===== src/rtl/cluster_out_drain_pkg.sv =====
// Shared types, widths and helpers for the cluster output drain.
// Also holds relu_f, which the top uses only when DRAIN_RELU_EN is defined.
package npu_drain_pkg;

  localparam int OUTPUT_BUF_SIZE  = 32;
  localparam int OUTPUT_BUF_NUM   = 32;
  localparam int COMPUTE_UNIT_NUM = 32;
  localparam int OUT_BUS_WORDS    = 2;

  localparam int BUF_IDX_W   = $clog2(OUTPUT_BUF_NUM);
  localparam int UNIT_IDX_W  = $clog2(COMPUTE_UNIT_NUM);
  localparam int BUF_NUM_W   = BUF_IDX_W + 1;
  localparam int SLOT_W      = (OUT_BUS_WORDS > 1) ? $clog2(OUT_BUS_WORDS) : 1;
  localparam int BEAT_DATA_W = OUT_BUS_WORDS * OUTPUT_BUF_SIZE;
  localparam int BEATS_MAX   = OUTPUT_BUF_NUM * COMPUTE_UNIT_NUM / OUT_BUS_WORDS;
  localparam int BEAT_CNT_W  = $clog2(BEATS_MAX + 1);

  typedef enum logic [2:0] {
    IDLE,
    WAIT_END,
    FILL,
    PUSH,
    DONE
  } drain_state_e;

  function automatic logic [OUTPUT_BUF_SIZE-1:0] relu_f(input logic [OUTPUT_BUF_SIZE-1:0] w);
    return w[OUTPUT_BUF_SIZE-1] ? '0 : w;
  endfunction

endpackage


===== src/rtl/cluster_out_drain_if.sv =====
// Valid/ready beat stream from the drain toward the writeback/DMA stage.
interface cluster_out_drain_if;
  import npu_drain_pkg::*;

  logic [BEAT_DATA_W-1:0] out_dat_o;
  logic                   out_valid_o;
  logic                   out_ready_i;
  logic                   out_last_o;

  modport master (output out_dat_o, output out_valid_o, output out_last_o, input out_ready_i);
  modport slave  (input out_dat_o, input out_valid_o, input out_last_o, output out_ready_i);

endinterface


===== src/rtl/cluster_out_drain_packer.sv =====
// drain_word_packer: collects words by slot index and holds the completed beat.
module drain_word_packer
  import npu_drain_pkg::*;
(
  input  logic                       clk_i,
  input  logic                       rst_i,
  input  logic                       i_wr_en,
  input  logic [SLOT_W-1:0]          i_slot,
  input  logic [OUTPUT_BUF_SIZE-1:0] i_word,
  output logic [BEAT_DATA_W-1:0]     o_beat
);

  logic [OUTPUT_BUF_SIZE-1:0] r_slot [OUT_BUS_WORDS];
  logic [BEAT_DATA_W-1:0]     r_beat;
  logic [BEAT_DATA_W-1:0]     w_beat_nxt;

  // The final word goes straight into the beat so the beat is ready one cycle later.
  always_comb begin
    w_beat_nxt = '0;
    for (int k = 0; k < OUT_BUS_WORDS; k++) begin
      w_beat_nxt[k*OUTPUT_BUF_SIZE +: OUTPUT_BUF_SIZE] = (k == OUT_BUS_WORDS - 1) ? i_word : r_slot[k];
    end
  end

  always_ff @(posedge clk_i) begin
    if (!rst_i) begin
      r_beat <= '0;
      for (int k = 0; k < OUT_BUS_WORDS; k++) begin
        r_slot[k] <= '0;
      end
    end else if (i_wr_en) begin
      if (i_slot == SLOT_W'(OUT_BUS_WORDS - 1)) begin
        r_beat <= w_beat_nxt;
      end else begin
        r_slot[i_slot] <= i_word;
      end
    end
  end

  assign o_beat = r_beat;

endmodule


===== src/rtl/cluster_out_drain.sv =====
// Drains every (buffer, unit) accumulator from the compute cluster into packed beats.
// Define DRAIN_RELU_EN to clamp negative words to zero before packing.
//
// state    | meaning
// IDLE     | waiting for start_i
// WAIT_END | drain armed, waiting for chunk_end_i
// FILL     | reading one word per cycle into the packer
// PUSH     | beat presented, waiting for out_ready_i
// DONE     | one-cycle completion pulse
module cluster_out_drain
  import npu_drain_pkg::*;
(
  input  logic                       clk_i,
  input  logic                       rst_i,
  input  logic                       start_i,
  input  logic                       chunk_end_i,
  input  logic [BUF_NUM_W-1:0]       buf_num_i,
  output logic [BUF_IDX_W-1:0]       out_buf_sel_o,
  output logic [UNIT_IDX_W-1:0]      com_unit_out_buf_sel_o,
  input  logic [OUTPUT_BUF_SIZE-1:0] out_buf_dat_i,
  cluster_out_drain_if.master        out_if,
  output logic                       busy_o,
  output logic                       done_o
);

  drain_state_e r_state, w_state_nxt;

  logic [BUF_IDX_W-1:0]       r_b;
  logic [UNIT_IDX_W-1:0]      r_u;
  logic [BEAT_CNT_W-1:0]      r_beats_left;
  logic [BUF_NUM_W-1:0]       w_buf_sat;
  logic [BEAT_CNT_W-1:0]      w_beats_total;
  logic [SLOT_W-1:0]          w_slot;
  logic                       w_fill;
  logic                       w_slot_last;
  logic                       w_hs;
  logic                       w_last_beat;
  logic [OUTPUT_BUF_SIZE-1:0] w_word;

  assign w_buf_sat     = (buf_num_i > BUF_NUM_W'(OUTPUT_BUF_NUM)) ? BUF_NUM_W'(OUTPUT_BUF_NUM) : buf_num_i;
  assign w_beats_total = BEAT_CNT_W'(w_buf_sat) * BEAT_CNT_W'(COMPUTE_UNIT_NUM / OUT_BUS_WORDS);
  assign w_slot        = r_u[SLOT_W-1:0];
  assign w_fill        = (r_state == FILL);
  assign w_slot_last   = w_fill && (w_slot == SLOT_W'(OUT_BUS_WORDS - 1));
  assign w_hs          = (r_state == PUSH) && out_if.out_ready_i;
  assign w_last_beat   = (r_beats_left == BEAT_CNT_W'(1));

`ifdef DRAIN_RELU_EN
  assign w_word = relu_f(out_buf_dat_i);
`else
  assign w_word = out_buf_dat_i;
`endif

  always_ff @(posedge clk_i) begin
    if (!rst_i) begin
      r_state <= IDLE;
    end else begin
      r_state <= w_state_nxt;
    end
  end

  always_comb begin
    w_state_nxt = r_state;
    unique case (r_state)
      IDLE:     if (start_i) w_state_nxt = WAIT_END;
      WAIT_END: begin
        if (r_beats_left == '0) w_state_nxt = DONE;
        else if (chunk_end_i)   w_state_nxt = FILL;
      end
      FILL:     if (w_slot_last) w_state_nxt = PUSH;
      PUSH:     if (w_hs) w_state_nxt = w_last_beat ? DONE : FILL;
      DONE:     w_state_nxt = IDLE;
      default:  w_state_nxt = IDLE;
    endcase
  end

  always_comb begin
    busy_o             = (r_state == WAIT_END) || (r_state == FILL) || (r_state == PUSH);
    done_o             = (r_state == DONE);
    out_if.out_valid_o = (r_state == PUSH);
    out_if.out_last_o  = (r_state == PUSH) && w_last_beat;
  end

  // Beats-remaining is the terminal count; b/u only steer the read mux.
  always_ff @(posedge clk_i) begin
    if (!rst_i) begin
      r_b          <= '0;
      r_u          <= '0;
      r_beats_left <= '0;
    end else if (r_state == IDLE) begin
      if (start_i) begin
        r_b          <= '0;
        r_u          <= '0;
        r_beats_left <= w_beats_total;
      end
    end else if (w_fill) begin
      if (r_u == UNIT_IDX_W'(COMPUTE_UNIT_NUM - 1)) begin
        r_u <= '0;
        r_b <= r_b + 1'b1;
      end else begin
        r_u <= r_u + 1'b1;
      end
    end else if (w_hs) begin
      r_beats_left <= r_beats_left - 1'b1;
      if (w_last_beat) begin
        r_b <= '0;
        r_u <= '0;
      end
    end else if (r_state == DONE) begin
      r_b <= '0;
      r_u <= '0;
    end
  end

  assign out_buf_sel_o          = r_b;
  assign com_unit_out_buf_sel_o = r_u;

  drain_word_packer u_packer (
    .clk_i   (clk_i),
    .rst_i   (rst_i),
    .i_wr_en (w_fill),
    .i_slot  (w_slot),
    .i_word  (w_word),
    .o_beat  (out_if.out_dat_o)
  );

endmodule

===== src/flat_wrapper.sv =====
// flat-port wrapper written by rule: the top's interface ports become plain ports
module cluster_out_drain_flat import npu_drain_pkg::*;
  (clk_i, rst_i, start_i, chunk_end_i, buf_num_i, out_buf_sel_o, com_unit_out_buf_sel_o, out_buf_dat_i, busy_o, done_o, out_if_out_dat_o, out_if_out_valid_o, out_if_out_last_o, out_if_out_ready_i);
  cluster_out_drain_if out_if_i ();
  input  logic clk_i;
  input  logic rst_i;
  input  logic start_i;
  input  logic chunk_end_i;
  input  logic [BUF_NUM_W-1:0] buf_num_i;
  output logic [BUF_IDX_W-1:0] out_buf_sel_o;
  output logic [UNIT_IDX_W-1:0] com_unit_out_buf_sel_o;
  input  logic [OUTPUT_BUF_SIZE-1:0] out_buf_dat_i;
  output logic busy_o;
  output logic done_o;
  output wire logic [$bits(out_if_i.out_dat_o)-1:0] out_if_out_dat_o;
  output wire logic [$bits(out_if_i.out_valid_o)-1:0] out_if_out_valid_o;
  output wire logic [$bits(out_if_i.out_last_o)-1:0] out_if_out_last_o;
  input wire logic [$bits(out_if_i.out_ready_i)-1:0] out_if_out_ready_i;
  assign out_if_out_dat_o = out_if_i.out_dat_o;
  assign out_if_out_valid_o = out_if_i.out_valid_o;
  assign out_if_out_last_o = out_if_i.out_last_o;
  assign out_if_i.out_ready_i = out_if_out_ready_i;
  cluster_out_drain u_core (.clk_i(clk_i), .rst_i(rst_i), .start_i(start_i), .chunk_end_i(chunk_end_i), .buf_num_i(buf_num_i), .out_buf_sel_o(out_buf_sel_o), .com_unit_out_buf_sel_o(com_unit_out_buf_sel_o), .out_buf_dat_i(out_buf_dat_i), .out_if(out_if_i), .busy_o(busy_o), .done_o(done_o));
endmodule

===== config.mk =====
export PLATFORM = sky130hd
export DESIGN_NAME = cluster_out_drain_flat
export DESIGN_NICKNAME = d
export VERILOG_FILES = /design/src/rtl/cluster_out_drain_pkg.sv /design/src/rtl/cluster_out_drain_if.sv /design/src/rtl/cluster_out_drain_packer.sv /design/src/rtl/cluster_out_drain.sv /design/src/flat_wrapper.sv
export SDC_FILE = /design/constraint.sdc
export NUM_CORES = 1
export LEC_CHECK = 0
export CAP_MARGIN = 30
export CORE_MARGIN = 2
export CORE_UTILIZATION = 30
export DETAILED_ROUTE_END_ITERATION = 16
export SLEW_MARGIN = 10
export SYNTH_ARGS = -nofsm -noshare
export SYNTH_HDL_FRONTEND = slang
export SYNTH_SLANG_ARGS = --single-unit
export TNS_END_PERCENT = 100

===== constraint.sdc =====
create_clock -name clk_i -period 10.2 [get_ports clk_i]
set_input_delay 2.04 -clock clk_i [delete_from_list [all_inputs] [get_ports clk_i]]
set_output_delay 2.04 -clock clk_i [all_outputs]
set_load 0.02 [all_outputs]

==> metrics.yaml <==
finalClockSkew_ps: 7.862
period_share_pct: 44.54
wl_um: 12310
grt_max_degree: 83
end_kind: "output pin"
powerDensity_nw_per_um2: 222.4
worst_path_max_delay_cell: "dfxtp_1"
worst_slack_ps: 5657
yosys.area_share.simple_pct: 23.10
avgViaCountPerCell: 4.766
synth_area_leaders: "dfxtp_1 (36%), edfxtp_1 (20%), nand2_1 (11%)"
power.leakage_uw: 0.002334
drive_above_1_share_pct: 7.776
core_um2: 15830
cts_tree: "yes"
synth-edff-count: 32
grt_pass1_wl_um: 19940
period_needed_ps: 4543
cts_resized: 0
cts_buffers: 17
ant_nets: 0
hp-class: "flop to flop"
synthToLayoutAreaGrowth_pct: 41.13
num_vias: 4094
max_freq_mhz: 220.1
peakVddDrop_v: 0.0001051
die_y_um: 131.2
grt_setup_unrepaired: "false"
ys_warn_count: 0
synthMuxAreaShare_pct: 0.2063
dr.first_iter.drc_count: 212
drt_pass1_iterations: 5
track_usage_pct: 14.54
worstPathRequired_ps: 8160
crit_path_max_fanout: 20
wl_per_cell_um: 14.33
synthCells: 522
antenna_found_initial: 0
cts_hold_buf: 0
synth_fa_ha_area_share_pct: 1.289
grt_pass1_vias: 3872
clockBufferDepth: 2
place_congestion: 0.8543
hold_viol_final: 0
start_kind: "flop"
setup_violations: 0
hpwlAfterDp_um: 8253
cp.arrival_ps: 2500
n_fill_cell: 1513
synth_nets: 570
worst_pin_slew_ps: 884.5
die_x_um: 131.2
synth_cell_type_count: 52
syn_area_um2: 4852
path_clk_slew_ps: 50
core.rowCount: 46
setup_tns_ps: 0
cp_cell_sequence: "and4bb_2, nand2_1, nor4bb_1, clkdlybuf4s50_1"
crit_type: "flop to output pin"
synth_top_cell_by_area: "dfxtp_1"
synthMostInstantiatedCell: "nand2_1"
design.die.area_um2: 17210
synth_seq_cells: 119
clock_sink_count: 119
drv_slew: 0
grt_overflow_total: 0
ios: 121
synth-compound-area-share_pct: 15.27
n_antenna_cell: 0
dp_slack_ps: 6048
status: "finished clean"
cts_setup_buffers: 0
final_nets: 678
root_buffer: "clkbuf_16"
drc: 0
synth.top_cells.by_count: "nand2_1 (143), dfxtp_1 (87), a21oi_1 (76)"
seq_area_frac_synth_pct: 55.70
insertion_delay_ps: 410
max_stage_delay_ps: 720
slew_headroom_pct: 41.04
portBuffers: 120
async_flop_share_pct: 0
drv_cap: 0
synthFlopType: "dfxtp_1"
synth-xor-area-share_pct: 0.3610
synth_top_area_share_pct: 35.89
start_util_pct: 30.66
ctsHtreeMaxLevel: 4
avgSynthCellArea_um2: 9.295
synth_top_family_by_area: "simple AND/OR/NAND/NOR gates"
[logic make-up after synthesis]
kind of cell,count (synthesis)
adders and majority gates,5
DFF,119
xor gates and xnor gates,2
muxes,1
and+or+nand+nor,229
AOI/OAI and AO/OA,124
buffers and inverters,42
[sequential cells by signal, summed over array words and instances, names as in the netlist]
name                           flops
u_core.u_packer.o_beat            64
u_core.u_packer.r_slot            32
u_core.r_beats_left               10
u_core.com_unit_out_buf_sel_o      5
u_core.out_buf_sel_o               5
u_core.r_state                     3
[metrics by stage]
stage	power, µW	cell area (µm²)	hold slack (ps)	instances	util (%)
2_1_floorplan	821.5	4852	471.3	522	-
3_3_place_gp	898.2	6192	443.3	825	39.12
3_5_place_dp	914.3	6220	447.5	826	39.30
4_1_cts	1534	6833	455.2	858	43.17
5_1_grt	1597	6848	476.2	859	43.26
6_report	1523	6848	453.0	859	43.26
[layout make-up]
| class | count | area, µm² | area share [%] |
|---|---|---|---|
| flip-flops and latches | 119 | 2703 | 39.47 |
| multi-input cells | 361 | 1973 | 28.81 |
| repair buffers | 125 | 1266 | 18.49 |
| clock buffers | 19 | 432.9 | 6.322 |
| well taps | 216 | 270.3 | 3.947 |
| clock inverters | 13 | 180.2 | 2.631 |
| inverters | 6 | 22.52 | 0.3289 |
[layout by cell type (no fill, tap or decap), types with 8 or more instances in the layout]
cell             instances
nor2_1                  13
o21ai_0                 11
a31oi_1                  8
clkdlybuf4s50_1        120
a311oi_1                11
nand2_1                142
clkbuf_16               17
edfxtp_1                32
a21oi_1                 76
and2_1                  35
dfxtp_1                 87
[metal layers]
layer | global-route usage (%) | vias to the layer above | share of wire [%]
li1 | - | 2028 | -
met2 | 23.36 | 101 | 49
met5 | 0 | - | 0
met1 | 17.97 | 1942 | 44
met3 | 3.472 | 23 | 3.7
met4 | 8.092 | 0 | 3.0
[final timing paths]
path	start	to	slack (ps)	depth (start not counted)
setup / recovery	u_core.r_state[1]	out_if_out_last_o	5660	4
hold / removal	u_core.u_packer.o_beat[29]	u_core.u_packer.o_beat[29]	450	2
setup reg to reg	u_core.r_state[1]	u_core.u_packer.o_beat[34]	7290	5
hold reg to reg	u_core.u_packer.o_beat[29]	u_core.u_packer.o_beat[29]	450	2
[worst max-delay path, delay by kind of cell, from the launching register on]
kind / cells / cell delay, ps
flip-flops: 1 / 720
AND/OR/NAND/NOR: 3 / 730
buffers and inverters: 1 / 650
[report_power, final]
part	switching, µW	internal (µW)	total, µW
registers	54.0	544	598
clock network	207	407	614
logic	177	134	311
No activity file was read; power rests on OpenSTA's default activity.
